===== src/rtl/mult_pkg.sv =====
// Shared definitions for the shift-add multiplier: FSM state encoding and width limits.
package mult_pkg;

    localparam int MULT_WIDTH_MIN     = 2;
    localparam int MULT_WIDTH_MAX     = 32;
    localparam int MULT_WIDTH_DEFAULT = 8;

    typedef enum logic [0:0] {
        ST_IDLE = 1'b0,
        ST_RUN  = 1'b1
    } state_t;

endpackage


===== src/rtl/shift_add_datapath.sv =====
// Accumulator (H) and multiplier shift register (L) for the shift-add multiplier.
// One multiplier bit is retired per step strobe; result_next is the {H,L} value after this step.
module shift_add_datapath
    import mult_pkg::*;
#(
    parameter int WIDTH = MULT_WIDTH_DEFAULT
) (
    input  logic                 clk,
    input  logic                 rst,
    input  logic                 load,
    input  logic                 step,
    input  logic                 last_step,
    input  logic                 signed_mode,
    input  logic [WIDTH-1:0]     multiplicand,
    input  logic [WIDTH-1:0]     multiplier,
    output logic [2*WIDTH-1:0]   result_next
);

    logic [WIDTH:0]   h_q;
    logic [WIDTH-1:0] l_q;
    logic [WIDTH-1:0] a_q;
    logic             sm_q;

    logic [WIDTH:0]   ext_a;
    logic [WIDTH:0]   sum;
    logic [WIDTH:0]   h_nxt;
    logic [WIDTH-1:0] l_nxt;

    always_comb begin
        ext_a = sm_q ? {a_q[WIDTH-1], a_q} : {1'b0, a_q};
        sum   = h_q;
        // The multiplier MSB carries negative weight in two's complement.
        if (l_q[0]) begin
            sum = (last_step && sm_q) ? (h_q - ext_a) : (h_q + ext_a);
        end
        // Unsigned: the add carry sits in sum[WIDTH] and is shifted down; signed: arithmetic shift.
        h_nxt       = {sm_q & sum[WIDTH], sum[WIDTH:1]};
        l_nxt       = {sum[0], l_q[WIDTH-1:1]};
        result_next = {h_nxt[WIDTH-1:0], l_nxt};
    end

    always_ff @(posedge clk) begin
        if (rst) begin
            h_q  <= '0;
            l_q  <= '0;
            a_q  <= '0;
            sm_q <= 1'b0;
        end else if (load) begin
            h_q  <= '0;
            l_q  <= multiplier;
            a_q  <= multiplicand;
            sm_q <= signed_mode;
        end else if (step) begin
            h_q  <= h_nxt;
            l_q  <= l_nxt;
        end
    end

endmodule


===== src/rtl/shift_add_mult.sv =====
// Sequential shift-add multiplier: WIDTH x WIDTH -> 2*WIDTH, signed or unsigned per operation.
// Handshake: start is accepted only in IDLE with clr low; busy is high while running; done pulses one cycle with product valid.
module shift_add_mult
    import mult_pkg::*;
#(
    parameter int WIDTH = MULT_WIDTH_DEFAULT
) (
    input  logic                 clk,
    input  logic                 rst,
    input  logic                 clr,
    input  logic                 start,
    input  logic                 signed_mode,
    input  logic [WIDTH-1:0]     multiplicand,
    input  logic [WIDTH-1:0]     multiplier,
    output logic                 busy,
    output logic                 done,
    output logic [2*WIDTH-1:0]   product
);

    localparam int CNT_W = (WIDTH > 1) ? $clog2(WIDTH) : 1;
    localparam logic [CNT_W-1:0] LAST_CNT = CNT_W'(WIDTH - 1);

    state_t             state;
    logic [CNT_W-1:0]   cnt;
    logic               load;
    logic               step;
    logic               last_step;
    logic [2*WIDTH-1:0] result_next;

    assign busy      = (state == ST_RUN);
    assign load      = (state == ST_IDLE) && start && !clr;
    assign step      = (state == ST_RUN) && !clr;
    assign last_step = step && (cnt == LAST_CNT);

    shift_add_datapath #(
        .WIDTH (WIDTH)
    ) u_datapath (
        .clk          (clk),
        .rst          (rst),
        .load         (load),
        .step         (step),
        .last_step    (last_step),
        .signed_mode  (signed_mode),
        .multiplicand (multiplicand),
        .multiplier   (multiplier),
        .result_next  (result_next)
    );

    always_ff @(posedge clk) begin
        if (rst || clr) begin
            state   <= ST_IDLE;
            cnt     <= '0;
            done    <= 1'b0;
            product <= '0;
        end else begin
            done <= 1'b0;
            case (state)
                ST_IDLE: begin
                    if (start) begin
                        state <= ST_RUN;
                        cnt   <= '0;
                    end
                end
                ST_RUN: begin
                    if (last_step) begin
                        state   <= ST_IDLE;
                        cnt     <= '0;
                        done    <= 1'b1;
                        product <= result_next;
                    end else begin
                        cnt <= cnt + CNT_W'(1);
                    end
                end
                default: begin
                    state <= ST_IDLE;
                    cnt   <= '0;
                end
            endcase
        end
    end

endmodule


===== config.mk =====
export PLATFORM = sky130hd
export DESIGN_NAME = shift_add_mult
export DESIGN_NICKNAME = d
export VERILOG_FILES = /design/src/rtl/mult_pkg.sv /design/src/rtl/shift_add_datapath.sv /design/src/rtl/shift_add_mult.sv
export SDC_FILE = /design/constraint.sdc
export NUM_CORES = 1
export LEC_CHECK = 0
export CORE_MARGIN = 1
export CORE_UTILIZATION = 35
export CTS_BUF_LIST = sky130_fd_sc_hd__clkbuf_2 sky130_fd_sc_hd__clkbuf_4 sky130_fd_sc_hd__clkbuf_8
export DETAILED_ROUTE_END_ITERATION = 10
export PLACE_DENSITY_LB_ADDON = 0.05
export SYNTH_ARGS = -nofsm -noshare
export SYNTH_HDL_FRONTEND = slang
export SYNTH_HIERARCHICAL = 1
export SYNTH_SLANG_ARGS = --single-unit

===== constraint.sdc =====
create_clock -name clk -period 4.4 [get_ports clk]
set_clock_uncertainty 0.1 [all_clocks]
set_input_delay 0.44 -clock clk [delete_from_list [all_inputs] [get_ports clk]]
set_output_delay 0.44 -clock clk [all_outputs]
set_load 0.03 [all_outputs]

==> summary.txt <==
Cts hold-fix bufs - 0
Worst Setup Start Kind - flop
Drt pass-1 iters - 6
Crit path buffers/inverters - 0
WP data required - 4450 ps
Top cell family by delay on the critical path - compound AO/OA/AOI/OAI gates
Starting Density - 0.3633
Setup bufs post-CTS - 0
Worst setup path class - reg -> reg
Worst slew pin tran - 912.6 ps
Min Tclk post-route - 3378 ps
Worst-Skew Late Latency - 300 ps
Post-synth EDFFs - 0
Number of H-tree levels - 2
Net Count, Synth - 354
Hold_ws - 400.2 ps
Vias/cell - 5.016
Core ar. - 7727 um^2
Area Overhead vs Synth - 13.90%
Synth area leader - dfxtp_1
Most frequent CP cell - ha_1
Slew Limit Headroom - 0.3916
Post-layout net count - 369
Largest net degree at the start of global routing - 43
FF+latch count, synth - 47
Initial DRC count - 49
Clock Tree Root - clkbuf_8
CP max-delay cell - o311ai_1
Max_cap viols - 0
Initial antenna violation count - 0
Sequential element share of the synthesized area - 0.3351
IO Count - 39
Max Fanout on Critical Path - 5
Syn_area_per_cell - 8.747 um^2
Worst Hold Launch - u_datapath/l_q[5]
Synthesized cell area - 2808 um^2
# setup viols final - 0
Final wirelength - 6158 um
Synth async-reset ratio - 0
GR Util All Layers - 0.1511
Crit Reg-Reg Startpoint - cnt[0]
Mean routed wirelength per cell - 14.03 um
R2r worst-path depth - 15
Layout fillers - 820
CTS Buffer Depth - 2
Std-Cell Rows - 32
Crit path largest cell delay - 480 ps
DRC - 0
Netlist cell types - 49
Power per cell area - 285.6 nW/um^2
Total number of vias - 2202
YS warnings - 6
Port Buffers - 38
Cells after Synth - 321
Fmax - 296.1 MHz
Most common flop cell mapped by yosys - dfxtp_1
Dpl hpwl - 4391 um
Antenna-violating nets left - 0
Yosys top cell area share - 0.3351
First-pass GRT wire length - 10070 um
Reg2reg setup slack - 1020 ps
Antenna Cells - 0
Crit share post-route - 0.7677
Clk pin slew, worst setup/hold paths - 100 ps
Die width - 91.57 um
Critical path arrival - 3430 ps
Hold Path Cell Cnt - 2
Maximum VDD drop - 0.0001368 V
Setup crit end kind - flop
CP cell instances - ha_1 > ha_1 > nand2_1 > nor2_1 > and2_1 > nor2_1 > xnor2_1 > ha_1 > a211oi_2 > nor3_1 > o311ai_1 > a21o_1 > nand2_1 > nand3_1 > a21oi_2
CTS tree - yes
Hold endpoint - product[4]
DIE HEIGHT - 91.57 um
CTS Buf Count - 5
RSZ-0062 raised after global routing - no
Post_cts resized - 0
Vias in the first global route - 2072
FF-to-FF End - product[15]
Synth area leaders - dfxtp_1 34%, mux2i_1 7.8%, a21oi_1 6.2%, nor2_1 5.2%, ha_1 4.9%
Worst min-delay path category - reg -> reg
GRT overflow - 0
Slew Limit Fails - 0
Die Area - 8384 um^2
Status - finished, final reports clean
TritonCTS Sinks - 47
Layout cell share with drive strength beyond 1 - 0.09199
Fin. Hold Viols - 0
Lkg Pwr - 1.193 nW
GP Congestion - 0.7662
Setup_tns - 0 ps
sequential cells by signal, indices dropped and copies added (netlist names):
signal / count
u_datapath/l_q: 8
u_datapath/h_q: 9
done: 1
busy: 1
product: 16
cnt: 3
u_datapath/a_q: 8
u_datapath/sm_q: 1
worst register-to-register path, stage by stage (launching register included):
cell,delay (ps)
dfxtp_1,350
ha_1,160
ha_1,160
nand2_1,90
nor2_1,230
and2_1,240
nor2_1,70
xnor2_1,120
ha_1,360
a211oi_2,360
nor3_1,120
o311ai_1,480
a21o_1,210
nand2_1,50
nand3_1,70
a21oi_2,50
kinds of logic (layout without fill, tap and decap cells):
| logic type | count (synthesis) | after routing | share of synthesized area |
|---|---|---|---|
| adder cells (fa/ha/maj) | 12 | 12 | 0.05615 |
| XOR/XNOR | 10 | 10 | 0.03119 |
| multiplexers | 25 | 25 | 0.09046 |
| AO/OA/AOI/OAI | 91 | 91 | 0.2264 |
| buffers and inverters | 44 | 60 | 0.09804 |
| flip-flops | 47 | 47 | 0.3351 |
| AND/OR/NAND/NOR | 92 | 92 | 0.1627 |
layer usage:
metal	track usage	vias to the layer above	wire length, um
met3	0.02764	4	184
met4	0.03968	0	48
met2	0.2406	38	2730
li1	-	1138	-
met5	0	-	0
met1	0.2085	1022	3194
synthesized netlist by cell type, types with 2 or more instances:
cell and instances:
dfxtp_1 47, nor2_1 39, a21oi_1 35, mux2i_1 22, nand3_1 22, buf_4 16
ha_1 11, a21bo_1 10, inv_1 10, o21ai_0 10, nand2_1 8, a21bo_2 6
a21oi_2 6, buf_6 6, clkbuf_1 6, xnor2_1 6, nor3_1 5, buf_2 4
nand2b_1 4, or3b_1 4, xor2_1 4, a21o_1 3, o21ai_1 3, o21ba_1 3
o31ai_1 3, buf_1 2, mux2_2 2, nand3b_1 2, nor2b_1 2
layout make-up:
cell class / instances / area [um^2] / area share
Multi-Input combinational cell: 230 / 1594 / 0.4984
Sequential cell: 47 / 940.9 / 0.2942
Timing Repair Buffer: 42 / 410.4 / 0.1283
Tap cell: 102 / 127.6 / 0.03991
Clock buffer: 5 / 68.82 / 0.02152
Inverter: 10 / 37.54 / 0.01174
Clock inverter: 3 / 18.77 / 0.005869
how the worst max path moves through the flow:
stage,from,end,slack (ps),cells after the start
6_report,cnt[0],product[15],1020,15
5_1_grt,cnt[0],product[15],730,15
2_1_floorplan,cnt[0],product[15],1090,18
3_3_place_gp,clr,product[15],900,12
4_1_cts,cnt[0],product[15],990,14
3_5_place_dp,clr,product[15],840,13
cell usage in the layout (no fill, tap or decap), types with 2 or more instances in the layout:
cell,count
dfxtp_1,47
nor3_1,5
a21oi_2,6
mux2_2,2
buf_4,4
clkbuf_8,5
o21ai_1,3
a21oi_1,35
nand2_1,8
clkdlybuf4s50_1,38
mux2i_1,22
nand3b_1,2
clkinv_2,2
o21ba_1,3
o21ai_0,10
nor2b_1,2
nand3_1,22
a21bo_2,6
or3b_1,4
xnor2_1,6
a21o_1,3
a21bo_1,10
inv_1,10
nand2b_1,4
nor2_1,38
o31ai_1,3
ha_1,11
xor2_1,4
metrics by stage:
stage / instance area (um^2) / utilization / total power [mW] / setup WS (ps) / instances
after global routing: 3198 / 0.4139 / 0.9623 / 725.9 / 439
after floorplan: 2808 / - / 0.6147 / 1091 / 321
after detailed placement: 3110 / 0.4025 / 0.6569 / 839.9 / 431
after global placement: 3110 / 0.4025 / 0.6572 / 902.3 / 431
after CTS: 3198 / 0.4139 / 0.9259 / 986.7 / 439
final: 3198 / 0.4139 / 0.9135 / 1022 / 439
power by group:
group / switching, mW / internal [mW]
Clock: 0.155 / 0.112
Combinational: 0.108 / 0.0894
Sequential: 0.0141 / 0.435
Total: 0.276 / 0.637
(Power assumes the default switching activity.)
